===== src/rtl/apb4_pkg.sv =====
// Shared types and constants for the parametrised APB4 requester.
package apb4_pkg;

    typedef enum logic [1:0] {
        ST_IDLE   = 2'd0,
        ST_SETUP  = 2'd1,
        ST_ACCESS = 2'd2,
        ST_RESP   = 2'd3
    } apb_state_e;

    localparam logic [1:0] SIZE_BYTE  = 2'd0;
    localparam logic [1:0] SIZE_HALF  = 2'd1;
    localparam logic [1:0] SIZE_WORD  = 2'd2;
    localparam logic [1:0] SIZE_DWORD = 2'd3;

    // PPROT bit positions
    localparam int PPROT_PRIV_BIT   = 0;
    localparam int PPROT_NSEC_BIT   = 1;
    localparam int PPROT_INSTR_BIT  = 2;

    // Number of bytes moved by a transfer of the given size encoding
    function automatic logic [3:0] size_bytes(input logic [1:0] size);
        case (size)
            SIZE_BYTE: return 4'd1;
            SIZE_HALF: return 4'd2;
            SIZE_WORD: return 4'd4;
            default:   return 4'd8;
        endcase
    endfunction

endpackage


===== src/rtl/apb4_strb_gen.sv =====
// Size/alignment check and write-strobe generation for one request.
// Reads and illegal requests always produce an all-zero strobe.
module apb4_strb_gen
    import apb4_pkg::*;
#(
    parameter int STRB_WIDTH = 4
) (
    input  logic [$clog2(STRB_WIDTH)-1:0] addr_lo_i,
    input  logic [1:0]                    size_i,
    input  logic                          write_i,
    output logic [STRB_WIDTH-1:0]         strb_o,
    output logic                          err_o
);
    localparam int LW = $clog2(STRB_WIDTH);

    logic [3:0]            nbytes;
    logic [LW-1:0]         align_mask;
    logic [STRB_WIDTH-1:0] lane_mask;

    // Oversized or misaligned transfers are rejected; legal writes get their lanes shifted into place
    always_comb begin
        nbytes     = size_bytes(size_i);
        align_mask = LW'(nbytes - 4'd1);
        lane_mask  = '0;
        for (int i = 0; i < STRB_WIDTH; i++) begin
            lane_mask[i] = (i < int'(nbytes));
        end
        err_o  = (int'(nbytes) > STRB_WIDTH) || ((addr_lo_i & align_mask) != '0);
        strb_o = (write_i && !err_o) ? (lane_mask << addr_lo_i) : '0;
    end

endmodule


===== src/rtl/apb4_master_n.sv =====
// APB4 requester: valid/ready request port onto an APB4 bus with NUM_SLAVES
// one-hot selects decoded from req_addr[SEL_LSB +: $clog2(NUM_SLAVES)].
// Optional feature: define APB4_MASTER_TIMEOUT_EN to abort an ACCESS phase
// after TIMEOUT_CYCLES cycles without PREADY from the selected slave.
module apb4_master_n
    import apb4_pkg::*;
#(
    parameter int ADDR_WIDTH     = 32,
    parameter int DATA_WIDTH     = 32,
    parameter int STRB_WIDTH     = DATA_WIDTH / 8,
    parameter int NUM_SLAVES     = 4,
    parameter int SEL_LSB        = 12,
    parameter int TIMEOUT_CYCLES = 16
) (
    input  logic                             clk,
    input  logic                             rst_n,
    input  logic                             req_valid,
    output logic                             req_ready,
    input  logic                             req_write,
    input  logic [ADDR_WIDTH-1:0]            req_addr,
    input  logic [DATA_WIDTH-1:0]            req_wdata,
    input  logic [1:0]                       req_size,
    input  logic [2:0]                       req_prot,
    output logic                             rsp_valid,
    output logic [DATA_WIDTH-1:0]            rsp_rdata,
    output logic                             rsp_error,
    output logic [ADDR_WIDTH-1:0]            PADDR,
    output logic [NUM_SLAVES-1:0]            PSEL,
    output logic                             PENABLE,
    output logic                             PWRITE,
    output logic [DATA_WIDTH-1:0]            PWDATA,
    output logic [STRB_WIDTH-1:0]            PSTRB,
    output logic [2:0]                       PPROT,
    input  logic [NUM_SLAVES*DATA_WIDTH-1:0] PRDATA,
    input  logic [NUM_SLAVES-1:0]            PREADY,
    input  logic [NUM_SLAVES-1:0]            PSLVERR
);
    localparam int IDX_W = $clog2(NUM_SLAVES);
    localparam int LW    = $clog2(STRB_WIDTH);
    localparam logic [NUM_SLAVES-1:0] SEL_ONE = NUM_SLAVES'(1);

    if ((DATA_WIDTH % 8) != 0 || DATA_WIDTH < 16 || STRB_WIDTH != DATA_WIDTH / 8 ||
        NUM_SLAVES < 2 || TIMEOUT_CYCLES < 1) begin : g_param_check
        $error("apb4_master_n: illegal parameterisation");
    end

    apb_state_e              state_q;
    logic [ADDR_WIDTH-1:0]   paddr_q;
    logic [NUM_SLAVES-1:0]   psel_q;
    logic                    penable_q;
    logic                    pwrite_q;
    logic [DATA_WIDTH-1:0]   pwdata_q;
    logic [STRB_WIDTH-1:0]   pstrb_q;
    logic [2:0]              pprot_q;
    logic [IDX_W-1:0]        idx_q;
    logic                    rsp_valid_q;
    logic                    rsp_error_q;
    logic [DATA_WIDTH-1:0]   rsp_rdata_q;

    logic [IDX_W-1:0]        idx_d;
    logic [NUM_SLAVES-1:0]   psel_d;
    logic [STRB_WIDTH-1:0]   strb_d;
    logic                    strb_err_d;
    logic                    dec_err_d;
    logic                    req_err_d;

    logic                    pready_sel;
    logic                    pslverr_sel;
    logic [DATA_WIDTH-1:0]   prdata_sel;

`ifdef APB4_MASTER_TIMEOUT_EN
    localparam int TMO_W = $clog2(TIMEOUT_CYCLES + 1);
    logic [TMO_W-1:0]        tmo_q;
`endif

    assign idx_d  = req_addr[SEL_LSB +: IDX_W];
    assign psel_d = SEL_ONE << idx_d;

    // Index values past the last slave only exist when NUM_SLAVES is not a power of two
    if (NUM_SLAVES == (1 << IDX_W)) begin : g_dec_full
        assign dec_err_d = 1'b0;
    end else begin : g_dec_partial
        assign dec_err_d = (idx_d > IDX_W'(NUM_SLAVES - 1));
    end

    apb4_strb_gen #(
        .STRB_WIDTH (STRB_WIDTH)
    ) u_strb_gen (
        .addr_lo_i (req_addr[LW-1:0]),
        .size_i    (req_size),
        .write_i   (req_write),
        .strb_o    (strb_d),
        .err_o     (strb_err_d)
    );

    assign req_err_d = strb_err_d | dec_err_d;

    // Return path from the selected slave only; other slaves' PREADY/PSLVERR are ignored
    always_comb begin
        pready_sel  = 1'b0;
        pslverr_sel = 1'b0;
        prdata_sel  = '0;
        for (int i = 0; i < NUM_SLAVES; i++) begin
            if (idx_q == IDX_W'(i)) begin
                pready_sel  = PREADY[i];
                pslverr_sel = PSLVERR[i];
                prdata_sel  = PRDATA[i*DATA_WIDTH +: DATA_WIDTH];
            end
        end
    end

    // Transfer sequencer with all bus and response outputs registered
    always_ff @(posedge clk or negedge rst_n) begin
        if (!rst_n) begin
            state_q     <= ST_IDLE;
            paddr_q     <= '0;
            psel_q      <= '0;
            penable_q   <= 1'b0;
            pwrite_q    <= 1'b0;
            pwdata_q    <= '0;
            pstrb_q     <= '0;
            pprot_q     <= '0;
            idx_q       <= '0;
            rsp_valid_q <= 1'b0;
            rsp_error_q <= 1'b0;
            rsp_rdata_q <= '0;
`ifdef APB4_MASTER_TIMEOUT_EN
            tmo_q       <= '0;
`endif
        end else begin
            rsp_valid_q <= 1'b0;
            case (state_q)
                ST_IDLE: begin
                    if (req_valid) begin
                        paddr_q  <= req_addr;
                        pwrite_q <= req_write;
                        pwdata_q <= req_wdata;
                        pprot_q  <= req_prot;
                        pstrb_q  <= strb_d;
                        idx_q    <= idx_d;
                        if (req_err_d) begin
                            state_q     <= ST_RESP;
                            rsp_valid_q <= 1'b1;
                            rsp_error_q <= 1'b1;
                            rsp_rdata_q <= '0;
                        end else begin
                            state_q <= ST_SETUP;
                            psel_q  <= psel_d;
                        end
                    end
                end
                ST_SETUP: begin
                    state_q   <= ST_ACCESS;
                    penable_q <= 1'b1;
`ifdef APB4_MASTER_TIMEOUT_EN
                    tmo_q     <= TMO_W'(TIMEOUT_CYCLES - 1);
`endif
                end
                ST_ACCESS: begin
                    if (pready_sel) begin
                        state_q     <= ST_RESP;
                        psel_q      <= '0;
                        penable_q   <= 1'b0;
                        rsp_valid_q <= 1'b1;
                        rsp_error_q <= pslverr_sel;
                        rsp_rdata_q <= pwrite_q ? '0 : prdata_sel;
                    end
`ifdef APB4_MASTER_TIMEOUT_EN
                    else if (tmo_q == '0) begin
                        state_q     <= ST_RESP;
                        psel_q      <= '0;
                        penable_q   <= 1'b0;
                        rsp_valid_q <= 1'b1;
                        rsp_error_q <= 1'b1;
                        rsp_rdata_q <= '0;
                    end else begin
                        tmo_q <= tmo_q - 1'b1;
                    end
`endif
                end
                ST_RESP: begin
                    state_q <= ST_IDLE;
                end
            endcase
        end
    end

    assign req_ready = (state_q == ST_IDLE);
    assign rsp_valid = rsp_valid_q;
    assign rsp_rdata = rsp_rdata_q;
    assign rsp_error = rsp_error_q;
    assign PADDR     = paddr_q;
    assign PSEL      = psel_q;
    assign PENABLE   = penable_q;
    assign PWRITE    = pwrite_q;
    assign PWDATA    = pwdata_q;
    assign PSTRB     = pstrb_q;
    assign PPROT     = pprot_q;

endmodule


===== config.mk =====
export PLATFORM = sky130hd
export DESIGN_NAME = apb4_master_n
export DESIGN_NICKNAME = d
export VERILOG_FILES = /design/src/rtl/apb4_pkg.sv /design/src/rtl/apb4_strb_gen.sv /design/src/rtl/apb4_master_n.sv
export SDC_FILE = /design/constraint.sdc
export NUM_CORES = 1
export LEC_CHECK = 0
export CAP_MARGIN = 10
export CORE_AREA = 2 2 123 125
export CTS_CLUSTER_DIAMETER = 60
export DETAILED_ROUTE_END_ITERATION = 16
export DIE_AREA = 0 0 125 127
export PLACE_DENSITY = 0.8
export SLEW_MARGIN = 25
export SYNTH_ARGS = -nofsm -noshare
export SYNTH_HDL_FRONTEND = slang
export SYNTH_SLANG_ARGS = --single-unit

===== constraint.sdc =====
create_clock -name clk -period 4.6 [get_ports clk]
set_input_delay 0.92 -clock clk [delete_from_list [all_inputs] [get_ports clk]]
set_output_delay 0.92 -clock clk [all_outputs]
set_load 0.005 [all_outputs]

* Yosys cells after proc, flatten, opt, wreduce, memory -nomap -nowiden *
Cells that the tools add are included.

word-level totals
  register bits after elaboration = 115
  output and inout bits = 112
  logic and storage cells = 84

cells by class
  add/subtract/negate cells = 1
  bitwise operators = 1
  reductions and logical operators = 14
  shift-type cells = 2
  eq/ne operators = 12
  order comparisons = 5
  multiplexer cells = 37

operators by type and width
  operator               count
  $mux W32               8
  $pmux W32 S2           1
  $mux W4                4
  $mux W1                15
  $pmux W4 S3            1
  $eq A2 B2 Y1 const B   5
  $lt A1 B4 Y1 const A   2
  $lt A2 B4 Y1 const A   2
  $pmux W2 S4            1
  $pmux W4 S2            1
  $reduce_and A4 Y1      2
  $eq A2 B1 Y1 const B   3
  $logic_not A2 Y1       3
  $mux W2                3
  $ne A2 B2 Y1 const B   3
  $pmux W1 S2            3
  $reduce_and A2 Y1      3
  $reduce_bool A2 Y1     3
  $gt A4 B3 Y1 const B   1
  $shl A1 B2 Y4 const A  1
  $shl A4 B2 Y4          1
  $and A2 B2 Y2          1
  $ne A2 B1 Y1 const B   1
  $sub A2 B1 Y2 const B  1
  3 further kinds        3

* Logic depth before layout (Yosys ltp) *
Gate-level depths: netlist of run 1.

  depth after elaboration = 9
  depth in mapped cells = 9
  mapped depth without buffers = 7

* Hierarchy *
From an unflattened synthesis of run 1, not the netlist that was laid out.

unflattened totals
  cells, all modules = 399
  area, all modules = 5546.6 um2

modules (own cells, without submodules)
  module         area each (um2)  times used  cells each
  apb4_master_n  5366.4           1           375
  apb4_strb_gen  180.2            1           24

* Worst setup path after synthesis of run 1 *
OpenSTA, ideal clock, no wires.

  path type = input to register
  start = input port req_size[1]
  end = register psel_q[0] (netlist: PSEL[0])
  cell stages on the path = 7
  arrival = 2.390 ns
  slack = 2.085 ns
  data required time = 4.475 ns
  library setup time = 0.125 ns
  cell sequence = nor2_1 -> inv_1 -> ha_1 -> nor2b_1 -> nor3_1 -> o21ai_0 -> mux2_2

between the ends
  cells in the longest elaborated chain, start to end = 8

RTL lines
  element                                     RTL line              source
  start, declared                             apb4_master_n.sv:22   input logic [1:0] req_size,
  $eq A2 B2 Y1, or another cell as far along  apb4_pkg.sv:23        case (size)
  $pmux W4 S3 *                               apb4_pkg.sv:23
  $sub A2 B1 Y2                               apb4_strb_gen.sv:23   align_mask = LW'(nbytes - 4'd1);
  $and A2 B2 Y2                               apb4_strb_gen.sv:28   err_o = (int'(nbytes) > STRB_WIDTH) || ((addr_lo_i & align_mask) != '0);
  $reduce_bool A2 Y1                          apb4_strb_gen.sv:28
  $logic_or A1 B1 Y1 *                        apb4_strb_gen.sv:28
  $ne A2 B2 Y1 (no source line) *             --
  $reduce_and A4 Y1 (no source line) *        --
  end signal, assigned                        apb4_master_n.sv:148  psel_q <= psel_d;
  end, declared                               apb4_master_n.sv:49   logic [NUM_SLAVES-1:0] psel_q;

Every way passes the cells marked *; elsewhere a longest branch is shown, timed or not.
A chain may end at the register's enable or synchronous reset.

* Final worst setup path of run 1 *
  start = input port req_size[1]
  end = register rsp_rdata_q[7] (netlist: rsp_rdata[7])

between the ends
  cells in the longest elaborated chain, start to end = 8

RTL lines
  element                                     RTL line              source
  $eq A2 B2 Y1, or another cell as far along  apb4_pkg.sv:23
  $pmux W4 S3 *                               apb4_pkg.sv:23
  $sub A2 B1 Y2                               apb4_strb_gen.sv:23
  $and A2 B2 Y2                               apb4_strb_gen.sv:28
  $reduce_bool A2 Y1                          apb4_strb_gen.sv:28
  $logic_or A1 B1 Y1 *                        apb4_strb_gen.sv:28
  $ne A2 B1 Y1 (no source line) *             --
  $reduce_and A4 Y1 (no source line) *        --
  end signal, assigned                        apb4_master_n.sv:166  rsp_rdata_q <= pwrite_q ? '0 : prdata_sel;
  end, declared                               apb4_master_n.sv:58   logic [DATA_WIDTH-1:0] rsp_rdata_q;

Marks and branches as above.

==> metrics.txt, run 1 <==
nature of the critical path endpoint flip-flop; global placement routability congestion 0.885; count of cells along the worst hold path 2; floorplan die height 127 µm; relative slew slack 45.2%; Synth Flop Type sky130_fd_sc_hd__dfrtp_1; non-filler cells in the finished layout 919; antenna cell count 0; clock latency at the later pin of the worst-skew pair 0.40 ns; crit share post-route 70.0%; unrepaired setup endpoints after global routing no; Yosys Warn Count 0; clock tree from TritonCTS yes; number of hold violations in the final report 0; number of buffers on the longest clock path 2; clock sink count 113; total area of multi-input combinational cells 2400 µm²; number of cells after detailed placement 887; met2 routed WL 8700 µm; vias in the first global route 4,960; Setup Viol. Count Final 0; number of placement rows 44; register cell area after layout 2830 µm²; mean instance size in the synthesized netlist 13.7 µm²; DRT met1 WL 6580 µm; crit-path leading delay family buffers and inverters; Final TNS setup 0 ns; Critical Path Start Type input pin; start-to-end type of the worst setup path in -> reg; sequential share of the synthesized area 51.3%; clock-pin transition on the worst setup and hold timing paths 0.06 ns; top achievable clock speed 310 MHz; post-cts hold buffer count 0; length in cells of the worst reg-to-reg path 7; Largest stage delay, worst path 0.51 ns; CP max-delay cell sky130_fd_sc_hd__clkdlybuf4s50_1; worst reg-to-reg setup slack 2.22 ns; number of nets in the synthesized netlist 616; first-pass GRT wire length 26,800 µm; pwr dens 591 nW/µm²; number of top-level design ports 321; effective utilization at floorplan 38.2%; # port buffers 320; leakage power total 3.87 nW; worst-path cell chain clkdlybuf4s50_1 -> nor2_1 -> inv_1 -> ha_1 -> nor2b_1 -> o21a_1 -> o21a_2 -> buf_4 -> mux2i_1; slew of the pin with the lowest slew margin 0.822 ns; number of buffers inserted to repair setup after CTS 0; ys async rst share 100%; DRC errors left 0; routed wire length 17,000 µm; CTS Root Buffer Type sky130_fd_sc_hd__clkbuf_16; post-synthesis instance total 402; peak ir drop on the vdd network 0.524 mV; Worst Path Required 4.92 ns; synth-to-layout area growth 72.4%; floorplan core area 14,400 µm²; CP max FO 23; Starting DRT DRC Count 149; total number of vias 4,442; number of distinct library cells after synthesis 33; total count of max-transition violations in the final report 0; fraction of final layout cells with drive strength greater than 1 21.1%; Post-DP HPWL 13,400 µm; Final Net Count 936; DRT Pass-1 Iters 4; filler cell count in the final layout 1,068; clock buffer count from CTS 17; post-cts resize count 0; path class of the lowest-slack min-delay path reg -> reg; Die Span X 125 µm; pin count of the biggest net entering global routing 65; result of the run completed; remaining global-route overflow 0; via-per-instance ratio 4.83; netlist area before placement 5510 µm²; path length in cells of the critical path 9; post-placement worst setup slack 1.02 ns; uppermost layer routed met4; Buf+Inv Stages, Crit Path 3; number of H-tree levels 4; min cycle time layout 3.22 ns; met3 wirelength from detailed routing 1290 µm; Maximum Capacitance Violations 0; post-detailed-route count of antenna-violating nets 0; CP arrival 3.54 ns; Cell Area, Placed 8850 µm²; number of enable-type register cells in the synthesized netlist 0; antenna violations before repair 1; total of flip-flops plus latches after synthesis 113; setup skew after layout 0.00975 ns; PnR worst setup slack 1.38 ns; summed area of non-filler cells in the final layout 9500 µm²; commonest non-fill, non-tap cell in the layout sky130_fd_sc_hd__clkdlybuf4s50_1; global routing usage summed across all routing layers 21.6%; routed length per instance 18.5 µm; most frequent cells in the layout 319 x sky130_fd_sc_hd__clkdlybuf4s50_1, 112 x sky130_fd_sc_hd__dfrtp_1, 73 x sky130_fd_sc_hd__mux2_2; area enclosed by the die boundary 15,900 µm²
-- power breakdown --
group	total, mW	leakage [nW]	switching [mW]	internal (mW)
clock network	1.42	0.316	0.497	0.924
registers	1.63	1.40	0.223	1.40
logic	2.57	2.15	0.960	1.61
-- kinds of logic after synthesis --
| family | count (synthesis) | synth area share (%) |
|---|---|---|
| flops | 113 | 51.3 |
| compound gates | 19 | 2.27 |
| mux | 139 | 34.6 |
| fa+ha+maj | 6 | 1.32 |
| buf+inv | 64 | 5.25 |
| simple gates | 61 | 5.22 |
-- per-stage QoR --
step                hold WS, ns  power [mW]  util (%)
floorplan                 0.467        2.99         -
finish                    0.489        5.62      65.8
global placement          0.470        4.15      61.4
detailed placement        0.476        4.24      61.4
global route              0.517        5.94      65.8
CTS                       0.490        5.70      65.8
-- cell usage after synthesis (2+ instances only) --
master / number / share of area (%)
sky130_fd_sc_hd__dfrtp_1: 113 / 51
sky130_fd_sc_hd__nand2b_1: 2 / 0.23
sky130_fd_sc_hd__mux2i_1: 32 / 5.8
sky130_fd_sc_hd__clkbuf_1: 11 / 0.75
sky130_fd_sc_hd__nor3b_1: 3 / 0.41
sky130_fd_sc_hd__a21oi_1: 3 / 0.27
sky130_fd_sc_hd__ha_1: 5 / 1.1
sky130_fd_sc_hd__a21o_1: 2 / 0.27
sky130_fd_sc_hd__nor2_1: 6 / 0.41
sky130_fd_sc_hd__o21a_1: 2 / 0.27
sky130_fd_sc_hd__nor3_1: 3 / 0.27
sky130_fd_sc_hd__buf_2: 9 / 0.82
sky130_fd_sc_hd__mux4_2: 34 / 14
sky130_fd_sc_hd__nor2b_1: 4 / 0.45
sky130_fd_sc_hd__nand2_1: 37 / 2.5
sky130_fd_sc_hd__o21ai_0: 5 / 0.45
sky130_fd_sc_hd__mux2_2: 73 / 15
sky130_fd_sc_hd__a211oi_1: 2 / 0.27
sky130_fd_sc_hd__inv_1: 38 / 2.6
sky130_fd_sc_hd__buf_6: 5 / 1.0
-- layout make-up --
class | instances | area share (%)
inverter | 38 | 1.50
multi-input combinational | 225 | 25.3
sequential | 113 | 29.8
timing repair buffer | 327 | 34.3
clock inverter | 15 | 2.31
tap | 184 | 2.42
clock buffer | 17 | 4.48
-- registers in the layout (all words and copies together), names as in the netlist --
name and count:
PADDR 32, PENABLE 1, PPROT 3, PSEL 4, PSTRB 4, PWDATA 32
PWRITE 1, rsp_error 1, rsp_rdata 32, rsp_valid 1, state_q 2
-- per-layer routing --
layer,vias up,track usage [%]
met5,-,0
met4,0,7.97
met3,36,6.45
met2,219,38.4
met1,2123,24.8
li1,2064,-
-- worst min-delay path, stage by stage (launching register included) --
cell                      delay (ns)
sky130_fd_sc_hd__dfrtp_1        0.34
sky130_fd_sc_hd__nand2_1        0.05
sky130_fd_sc_hd__o21ai_0        0.06
-- worst paths after layout --
check                                       start                        to
setup reg to reg           state_q[1]$_DFFE_PN0P_  rsp_rdata[7]$_DFFE_PN0P_
max in group asynchronous                   rst_n     PWDATA[6]$_DFFE_PN0P_
hold / removal               PSTRB[0]$_DFFE_PN0P_      PSTRB[0]$_DFFE_PN0P_
min in group asynchronous                   rst_n     PWDATA[1]$_DFFE_PN0P_
hold reg to reg              PSTRB[0]$_DFFE_PN0P_      PSTRB[0]$_DFFE_PN0P_
setup / recovery                      req_size[1]  rsp_rdata[7]$_DFFE_PN0P_
Power figures use the tool's default switching activity.
==> run 2, diff against run 1 <==
--- a/config.mk
+++ b/config.mk
@@ -6,11 +6,11 @@
 export NUM_CORES = 1
 export LEC_CHECK = 0
 export CAP_MARGIN = 10
-export CORE_AREA = 2 2 123 125
+export CORE_AREA = 2 2 124 126
 export CTS_CLUSTER_DIAMETER = 60
 export DETAILED_ROUTE_END_ITERATION = 16
-export DIE_AREA = 0 0 125 127
-export PLACE_DENSITY = 0.8
+export DIE_AREA = 0 0 126 128
+export PLACE_DENSITY = 0.79
 export SLEW_MARGIN = 25
 export SYNTH_ARGS = -nofsm -noshare
 export SYNTH_HDL_FRONTEND = slang
==> constraint.sdc (replaced) <==
create_clock -name clk -period 3.17 [get_ports clk]
set_input_delay 0.634 -clock clk [delete_from_list [all_inputs] [get_ports clk]]
set_output_delay 0.634 -clock clk [all_outputs]
set_load 0.005 [all_outputs]
==> run 2 against run 1 <==
Sequential share of layout area is essentially flat. Count of clock-buffer cells in the layout grew 2. Highest routed layer unchanged. Worst setup slack got worse by 0.74 ns. Largest cell class unchanged.
==> metrics.txt, run 2 (same netlist as run 1, synthesis figures left out) <==
fraction of final layout cells with drive strength greater than 1 21.4% (+0.35 points); number of H-tree levels 4 (unchanged); Final Net Count 938 (+0.21%); clock buffer count from CTS 17 (unchanged); number of top-level design ports 321 (unchanged); routed wire length 16,900 µm (-0.97%); clock tree from TritonCTS yes; peak ir drop on the vdd network 0.424 mV (-19%); setup skew after layout 0.0143 ns (+0.00455 ns); post-cts hold buffer count 0 (unchanged); post-detailed-route count of antenna-violating nets 0 (unchanged); path class of the lowest-slack min-delay path in -> async; pwr dens 842 nW/µm² (+42%); total net switching power 2.39 mW (+42%); antenna violations before repair 0 (-1); power share of the combinational group 46.3% (+0.6 points); nature of the critical path endpoint flip-flop; antenna cell count 0 (unchanged); Cell Area, Placed 8910 µm² (+0.66%); number of buffers inserted to repair setup after CTS 0 (unchanged); top achievable clock speed 395 MHz; floorplan die height 128 µm (+0.79%); routed length per instance 18.2 µm (-1.6%); Die Span X 126 µm (+0.80%); CP arrival 2.86 ns (-0.68 ns); CTS Root Buffer Type sky130_fd_sc_hd__clkbuf_16; Critical Path Start Type input pin; DRC errors left 0 (unchanged); clock latency at the later pin of the worst-skew pair 0.41 ns (about the same); commonest non-fill, non-tap cell in the layout sky130_fd_sc_hd__clkdlybuf4s50_1; pin count of the biggest net entering global routing 65 (unchanged); worst reg-to-reg setup slack 0.89 ns (-1.33 ns); start-to-end type of the worst setup path in -> reg; leakage power total 3.86 nW (-0.38%); Final TNS setup 0 ns (unchanged); crit share post-route 80.0%; Worst Path Required 3.49 ns (-1.43 ns); Util after Layout 63.9% (-1.9 points); Worst Hold Slack 0.256 ns (-0.233 ns); # port buffers 320 (unchanged); vias in the first global route 4,913 (-0.95%); most frequent cells in the layout 319 x sky130_fd_sc_hd__clkdlybuf4s50_1, 111 x sky130_fd_sc_hd__dfrtp_1, 73 x sky130_fd_sc_hd__mux2_2; non-filler cells in the finished layout 925 (+0.65%); Reg power frac 30.5% (+1.5 points); via-per-instance ratio 4.93 (+1.9%); post-cts resize count 0 (unchanged); number of placement rows 45 (+2.3%); area enclosed by the die boundary 16,100 µm² (+1.6%); total number of vias 4,557 (+2.6%); Internal Pwr Total 5.62 mW (+43%); min cycle time layout 2.53 ns; unrepaired setup endpoints after global routing no; switching power share of the total 29.8% (-0.052 points); Setup Viol. Count Final 0 (unchanged); clock sink count 113 (unchanged); DRT Pass-1 Iters 4 (unchanged); filler cell count in the final layout 1,164 (+9.0%); result of the run completed; number of buffers on the longest clock path 2 (unchanged); Starting DRT DRC Count 124 (-17%); slew of the pin with the lowest slew margin 0.657 ns (-0.165 ns); global routing usage summed across all routing layers 21.0% (-0.64 points); Post-DP HPWL 13,200 µm (-1.3%); relative slew slack 56.2% (+11 points); summed area of non-filler cells in the final layout 9500 µm² (about the same); effective utilization at floorplan 37.1% (-1.1 points); global placement routability congestion 0.900 (+1.6%); first-pass GRT wire length 25,900 µm (-3.3%); Clock Power Share 23.3% (-2.0 points); total count of max-transition violations in the final report 0 (unchanged); number of cells after detailed placement 893 (+0.68%); number of hold violations in the final report 0 (unchanged); CP max FO 8 (-65%); synth-to-layout area growth 72.4% (about the same); floorplan core area 14,900 µm² (+3.1%); clock-pin transition on the worst setup and hold timing paths 0.06 ns (about the same); register cell area after layout 2830 µm² (about the same); Maximum Capacitance Violations 0 (unchanged); remaining global-route overflow 0 (unchanged); total area of multi-input combinational cells 2400 µm² (unchanged)
==> run 2: per-stage QoR <==
| step | setup slack [ns] | total power, mW |
|---|---|---|
| final | 0.635 | 8.00 |
| after CTS | 0.667 | 8.11 |
| after global placement | 0.359 | 6.07 |
| after detailed placement | 0.225 | 6.21 |
| after global routing | 0.496 | 8.47 |
| after floorplan | 0.941 | 4.33 |
==> run 2: layer usage <==
metal | GRT usage, % | routed length (µm) | up-vias
met5 | 0 | 0 | -
met4 | 9.70 | 509 | 0
met3 | 6.97 | 1280 | 34
met2 | 35.9 | 8740 | 218
met1 | 23.9 | 6350 | 2235
li1 | - | - | 2070
==> run 2: path summary, 6_finish.rpt <==
kind | from | endpoint | cells past startpoint
min in group clk | PSTRB[2]$_DFFE_PN0P_ | PSTRB[2]$_DFFE_PN0P_ | 2
worst min register to register | PSTRB[2]$_DFFE_PN0P_ | PSTRB[2]$_DFFE_PN0P_ | 2
worst max-delay path | req_size[1] | rsp_rdata[26]$_DFFE_PN0P_ | 9
worst min-delay path | rst_n | PADDR[18]$_DFFE_PN0P_ | 1
max in group asynchronous | rst_n | PWDATA[18]$_DFFE_PN0P_ | 2
worst max register to register | PADDR[12]$_DFFE_PN0P_ | rsp_error$_DFFE_PN0P_ | 4
==> run 2: power groups by stage <==
| stage | combinational (mW) | clock [mW] | sequential [mW] |
|---|---|---|---|
| floorplan | 1.95 | 0 | 2.38 |
| global placement | 3.65 | 0 | 2.42 |
| detailed placement | 3.75 | 0 | 2.47 |
| CTS | 3.76 | 1.90 | 2.45 |
| global route | 3.98 | 1.97 | 2.52 |
| finish | 3.70 | 1.86 | 2.44 |
==> run 2: worst max-delay path, stage by stage <==
cell	delay (ns)
sky130_fd_sc_hd__clkdlybuf4s50_1	0.52
sky130_fd_sc_hd__nor2_1	0.23
sky130_fd_sc_hd__inv_1	0.07
sky130_fd_sc_hd__ha_1	0.29
sky130_fd_sc_hd__nor2b_1	0.25
sky130_fd_sc_hd__o21a_1	0.21
sky130_fd_sc_hd__o21a_2	0.21
sky130_fd_sc_hd__buf_4	0.21
sky130_fd_sc_hd__mux2i_1	0.22
==> run 2: cell type report <==
| type | count | area share (%) |
|---|---|---|
| Timing Repair Buffer | 329 | 34.8 |
| Sequential cell | 113 | 29.8 |
| Inverter | 38 | 1.50 |
| Multi-Input combinational cell | 225 | 25.2 |
| Clock inverter | 13 | 1.44 |
| Clock buffer | 19 | 4.77 |
| Tap cell | 188 | 2.48 |
==> run 3, diff against run 2 <==
--- a/config.mk
+++ b/config.mk
@@ -6,11 +6,10 @@
 export NUM_CORES = 1
 export LEC_CHECK = 0
 export CAP_MARGIN = 10
-export CORE_AREA = 2 2 124 126
+export CORE_UTILIZATION = 35
 export CTS_CLUSTER_DIAMETER = 60
 export DETAILED_ROUTE_END_ITERATION = 16
-export DIE_AREA = 0 0 126 128
-export PLACE_DENSITY = 0.79
+export PLACE_DENSITY = 0.78
 export SLEW_MARGIN = 25
 export SYNTH_ARGS = -nofsm -noshare
 export SYNTH_HDL_FRONTEND = slang
==> constraint.sdc (replaced) <==
create_clock -name clk -period 2.2 [get_ports clk]
set_input_delay 0.44 -clock clk [delete_from_list [all_inputs] [get_ports clk]]
set_output_delay 0.44 -clock clk [all_outputs]
set_load 0.005 [all_outputs]
==> run 3 against run 2 <==
Core utilization fell by 0.48 points. Die area is 0.76% higher. Final cell count increased by 4.1%. Register-to-register slack got worse by 0.61 ns. Largest power group unchanged. Non-clock buffer count up 15. Design area increased by 1.9%. Flip-flop and latch count unchanged. Clock power up 34%. Critical endpoint is now rsp_rdata[7]$_DFFE_PN0P_. Highest routed layer unchanged. Via count grew 0.61%. Wire length decreased by 1.1%.
==> metrics.txt, run 3 (same netlist as run 1, synthesis figures left out) <==
result of the run completed; DRC errors left 0 (unchanged); relative slew slack 74.3% (+18 points); register cell area after layout 2830 µm² (about the same); Maximum Capacitance Violations 0 (unchanged); Reg power frac 29.6% (-0.9 points); commonest non-fill, non-tap cell in the layout sky130_fd_sc_hd__clkdlybuf4s50_1; pin count of the biggest net entering global routing 65 (unchanged); start-to-end type of the worst setup path in -> reg; antenna violations before repair 0 (unchanged); total net switching power 3.59 mW (+50%); power share of the combinational group 49.0% (+2.7 points); pwr dens 1200 nW/µm² (+43%); CP arrival 2.45 ns (-0.41 ns); synth-to-layout area growth 75.7%; Die Span X 127 µm (+1.2%); Final Net Count 953 (+1.6%); clock-pin transition on the worst setup and hold timing paths 0.06 ns (about the same); length in cells of the worst reg-to-reg path 5 (+1); count of cells along the worst hold path 2; clock latency at the later pin of the worst-skew pair 0.41 ns (about the same); total number of vias 4,585 (+0.61%); via-per-instance ratio 4.76 (-3.4%); clock sink count 113 (unchanged); CTS Root Buffer Type sky130_fd_sc_hd__clkbuf_16; top achievable clock speed 469 MHz; # port buffers 320 (unchanged); clock tree from TritonCTS yes; Starting DRT DRC Count 118 (-4.8%); Worst Path Required 2.52 ns (-0.97 ns); filler cell count in the final layout 1,197 (+2.8%); effective utilization at floorplan 36.1% (-0.96 points); area enclosed by the die boundary 16,200 µm² (+0.76%); most frequent cells in the layout 319 x sky130_fd_sc_hd__clkdlybuf4s50_1, 112 x sky130_fd_sc_hd__dfrtp_1, 73 x sky130_fd_sc_hd__mux2_2; Post-DP HPWL 13,000 µm (-1.8%); CP max FO 8 (unchanged); Internal Pwr Total 8.05 mW (+43%); Setup Viol. Count Final 0 (unchanged); global placement routability congestion 0.862 (-4.2%); peak ir drop on the vdd network 0.693 mV (+63%); nature of the critical path endpoint flip-flop; setup skew after layout 0.00913 ns (-0.00517 ns); Final TNS setup 0 ns (unchanged); routed wire length 16,700 µm (-1.1%); path class of the lowest-slack min-delay path reg -> reg; number of hold violations in the final report 0 (unchanged); vias in the first global route 4,951 (+0.77%); slew of the pin with the lowest slew margin 0.386 ns (-0.271 ns); switching power share of the total 30.8% (+1.0 points); total area of multi-input combinational cells 2430 µm² (+1.3%); number of placement rows 45 (unchanged); first-pass GRT wire length 25,600 µm (-1.3%); fraction of final layout cells with drive strength greater than 1 23.3% (+1.8 points); global routing usage summed across all routing layers 20.9% (-0.12 points); total count of max-transition violations in the final report 0 (unchanged); number of H-tree levels 4 (unchanged); routed length per instance 17.3 µm (-5.0%); min cycle time layout 2.13 ns; clock buffer count from CTS 17 (unchanged); number of buffers on the longest clock path 2 (unchanged); number of top-level design ports 321 (unchanged); remaining global-route overflow 0 (unchanged); Clock Power Share 21.4% (-1.9 points); leakage power total 3.92 nW (+1.6%); antenna cell count 0 (unchanged); DRT Pass-1 Iters 4 (unchanged); floorplan die height 127 µm (-0.41%); Util after Layout 63.4% (-0.48 points); floorplan core area 15,300 µm² (+2.7%); Critical Path Start Type input pin; post-detailed-route count of antenna-violating nets 0 (unchanged); crit share post-route 96.9%
[run 3: power by group through the flow]
stage	registers, mW	logic, mW	clock network (mW)
6_report	3.45	5.71	2.49
5_1_grt	3.55	6.13	2.65
4_1_cts	3.45	5.68	2.54
3_5_place_dp	3.46	5.64	0
3_3_place_gp	3.43	5.49	0
2_1_floorplan	3.44	2.81	0
[run 3: worst max-delay path, cell delays in order]
cell                              delay, ns
sky130_fd_sc_hd__clkdlybuf4s50_1       0.47
sky130_fd_sc_hd__nor2_1                0.15
sky130_fd_sc_hd__inv_1                 0.07
sky130_fd_sc_hd__ha_1                  0.33
sky130_fd_sc_hd__nor2b_4               0.15
sky130_fd_sc_hd__o21a_1                0.20
sky130_fd_sc_hd__o21a_4                0.21
sky130_fd_sc_hd__buf_4                 0.21
sky130_fd_sc_hd__mux2i_1               0.22
[run 3: routing by layer]
| layer | wire (µm) | global-route usage [%] |
|---|---|---|
| met5 | 0 | 0 |
| met4 | 413 | 9.66 |
| met3 | 1420 | 6.24 |
| met2 | 8580 | 36.4 |
| met1 | 6280 | 23.4 |
[run 3: what timing repair did]
action | 4_1_cts | 5_1_grt
setup endpoints to repair | 7 | 33
hold endpoints to repair | 26 | 0
gates resized for setup | 2 | 7
buffers inserted | 0 | 0
pin swaps | 0 | 0
hold buffers | 1 | 0
cloned | 0 | 1
[run 3: path summary, 6_finish.rpt]
| check | start | end | slack, ns |
|---|---|---|---|
| worst max-delay path | req_size[0] | rsp_rdata[7]$_DFFE_PN0P_ | 0.07 |
| worst min-delay path | PSTRB[0]$_DFFE_PN0P_ | PSTRB[0]$_DFFE_PN0P_ | 0.50 |
| worst max register to register | PADDR[12]$_DFFE_PN0P_ | PSEL[1]$_DFFE_PN0P_ | 0.28 |
| worst min register to register | PSTRB[0]$_DFFE_PN0P_ | PSTRB[0]$_DFFE_PN0P_ | 0.50 |
| max in group asynchronous | rst_n | rsp_rdata[4]$_DFFE_PN0P_ | 1.07 |
| min in group asynchronous | rst_n | PADDR[8]$_DFFE_PN0P_ | 0.52 |
[run 3: per-stage QoR]
step                std cells  cell area [µm²]  hold slack (ns)  power [mW]  setup WS [ns]
finish                    963             9680            0.501        11.6         0.0679
global route              963             9680            0.521        12.3       -0.00778
CTS                       962             9630            0.491        11.7         0.0120
detailed placement        929             9060            0.391        9.10         -0.473
global placement          929             9060            0.380        8.91         -0.318
floorplan                 402             5510            0.144        6.24          0.165
[run 3: cell type report]
class | instances | share of cell area (%)
Inverter | 38 | 1.47
Timing Repair Buffer | 344 | 35.8
Clock buffer | 18 | 4.54
Clock inverter | 14 | 1.12
Tap cell | 211 | 2.73
Multi-Input combinational cell | 225 | 25.1
Sequential cell | 113 | 29.2
==> patch: new RTL, config.mk and constraints of run 2 <==
Set the parameter `DATA_WIDTH` to 64 (it was 32).
--- a/src/rtl/apb4_master_n.sv
+++ b/src/rtl/apb4_master_n.sv
@@ -7,5 +7,5 @@
 #(
     parameter int ADDR_WIDTH     = 32,
-    parameter int DATA_WIDTH     = 32,
+    parameter int DATA_WIDTH     = 64,
     parameter int STRB_WIDTH     = DATA_WIDTH / 8,
     parameter int NUM_SLAVES     = 4,
Interface: changed (5 resized); port bits go from 321 to 549. The function was not compared with the original's and may differ.
==> patch against run 2 <==
The run now fails in 3_2_place_iop. Area after synthesis increased by 57%.
==> patch: results (changes against run 2) <==
XOR/XNOR Fraction of Synth Area = 0.5069% (was 0%)
Post-synthesis mux area share = 17.29% (was 34.63%)
Ys Warns = 0 (unchanged)
Synth Area in Compound Gates = 10.73% (was 2.271%)
Ranking of synthesized cells by area = dfrtp_1, mux4_2, nand2_1 (was dfrtp_1, mux2_2, mux4_2)
Netlist cell types = 38 (was 33)
Fail Step = 3_2_place_iop
Run-stopping error = [ERROR PPL-0024] Number of IO pins (549) exceeds maximum number of available positions (450). Increase the die perimeter from 508.00um to 746.64um.
Post-Syn Area per Cell = 11.32 um^2 (was 13.71 um^2)
Mapped Nets = 1,135 (was 616)
Mapped cell area = 0.008640 mm^2 (was 0.005510 mm^2)
Adder-cell share of the synthesized area = 0.4345% (was 1.317%)
Yosys reg bits = 181 (was 113)
Commonest cells in the netlist = nand2_1, dfrtp_1, a32o_1 (was dfrtp_1, mux2_2, inv_1)
Seq/Total Area, Yosys = 52.43% (was 51.32%)
Outcome = did not finish (was completed)
Async S/R FF share, synth = 100.0% (unchanged)
==> patch: cell families after synthesis <==
kind of cell | Yosys count
and+or+nand+nor | 327
DFF | 181
AOI/OAI and AO/OA | 104
buffers and inverters | 75
muxes | 68
xor gates and xnor gates | 5
adders and majority gates | 3
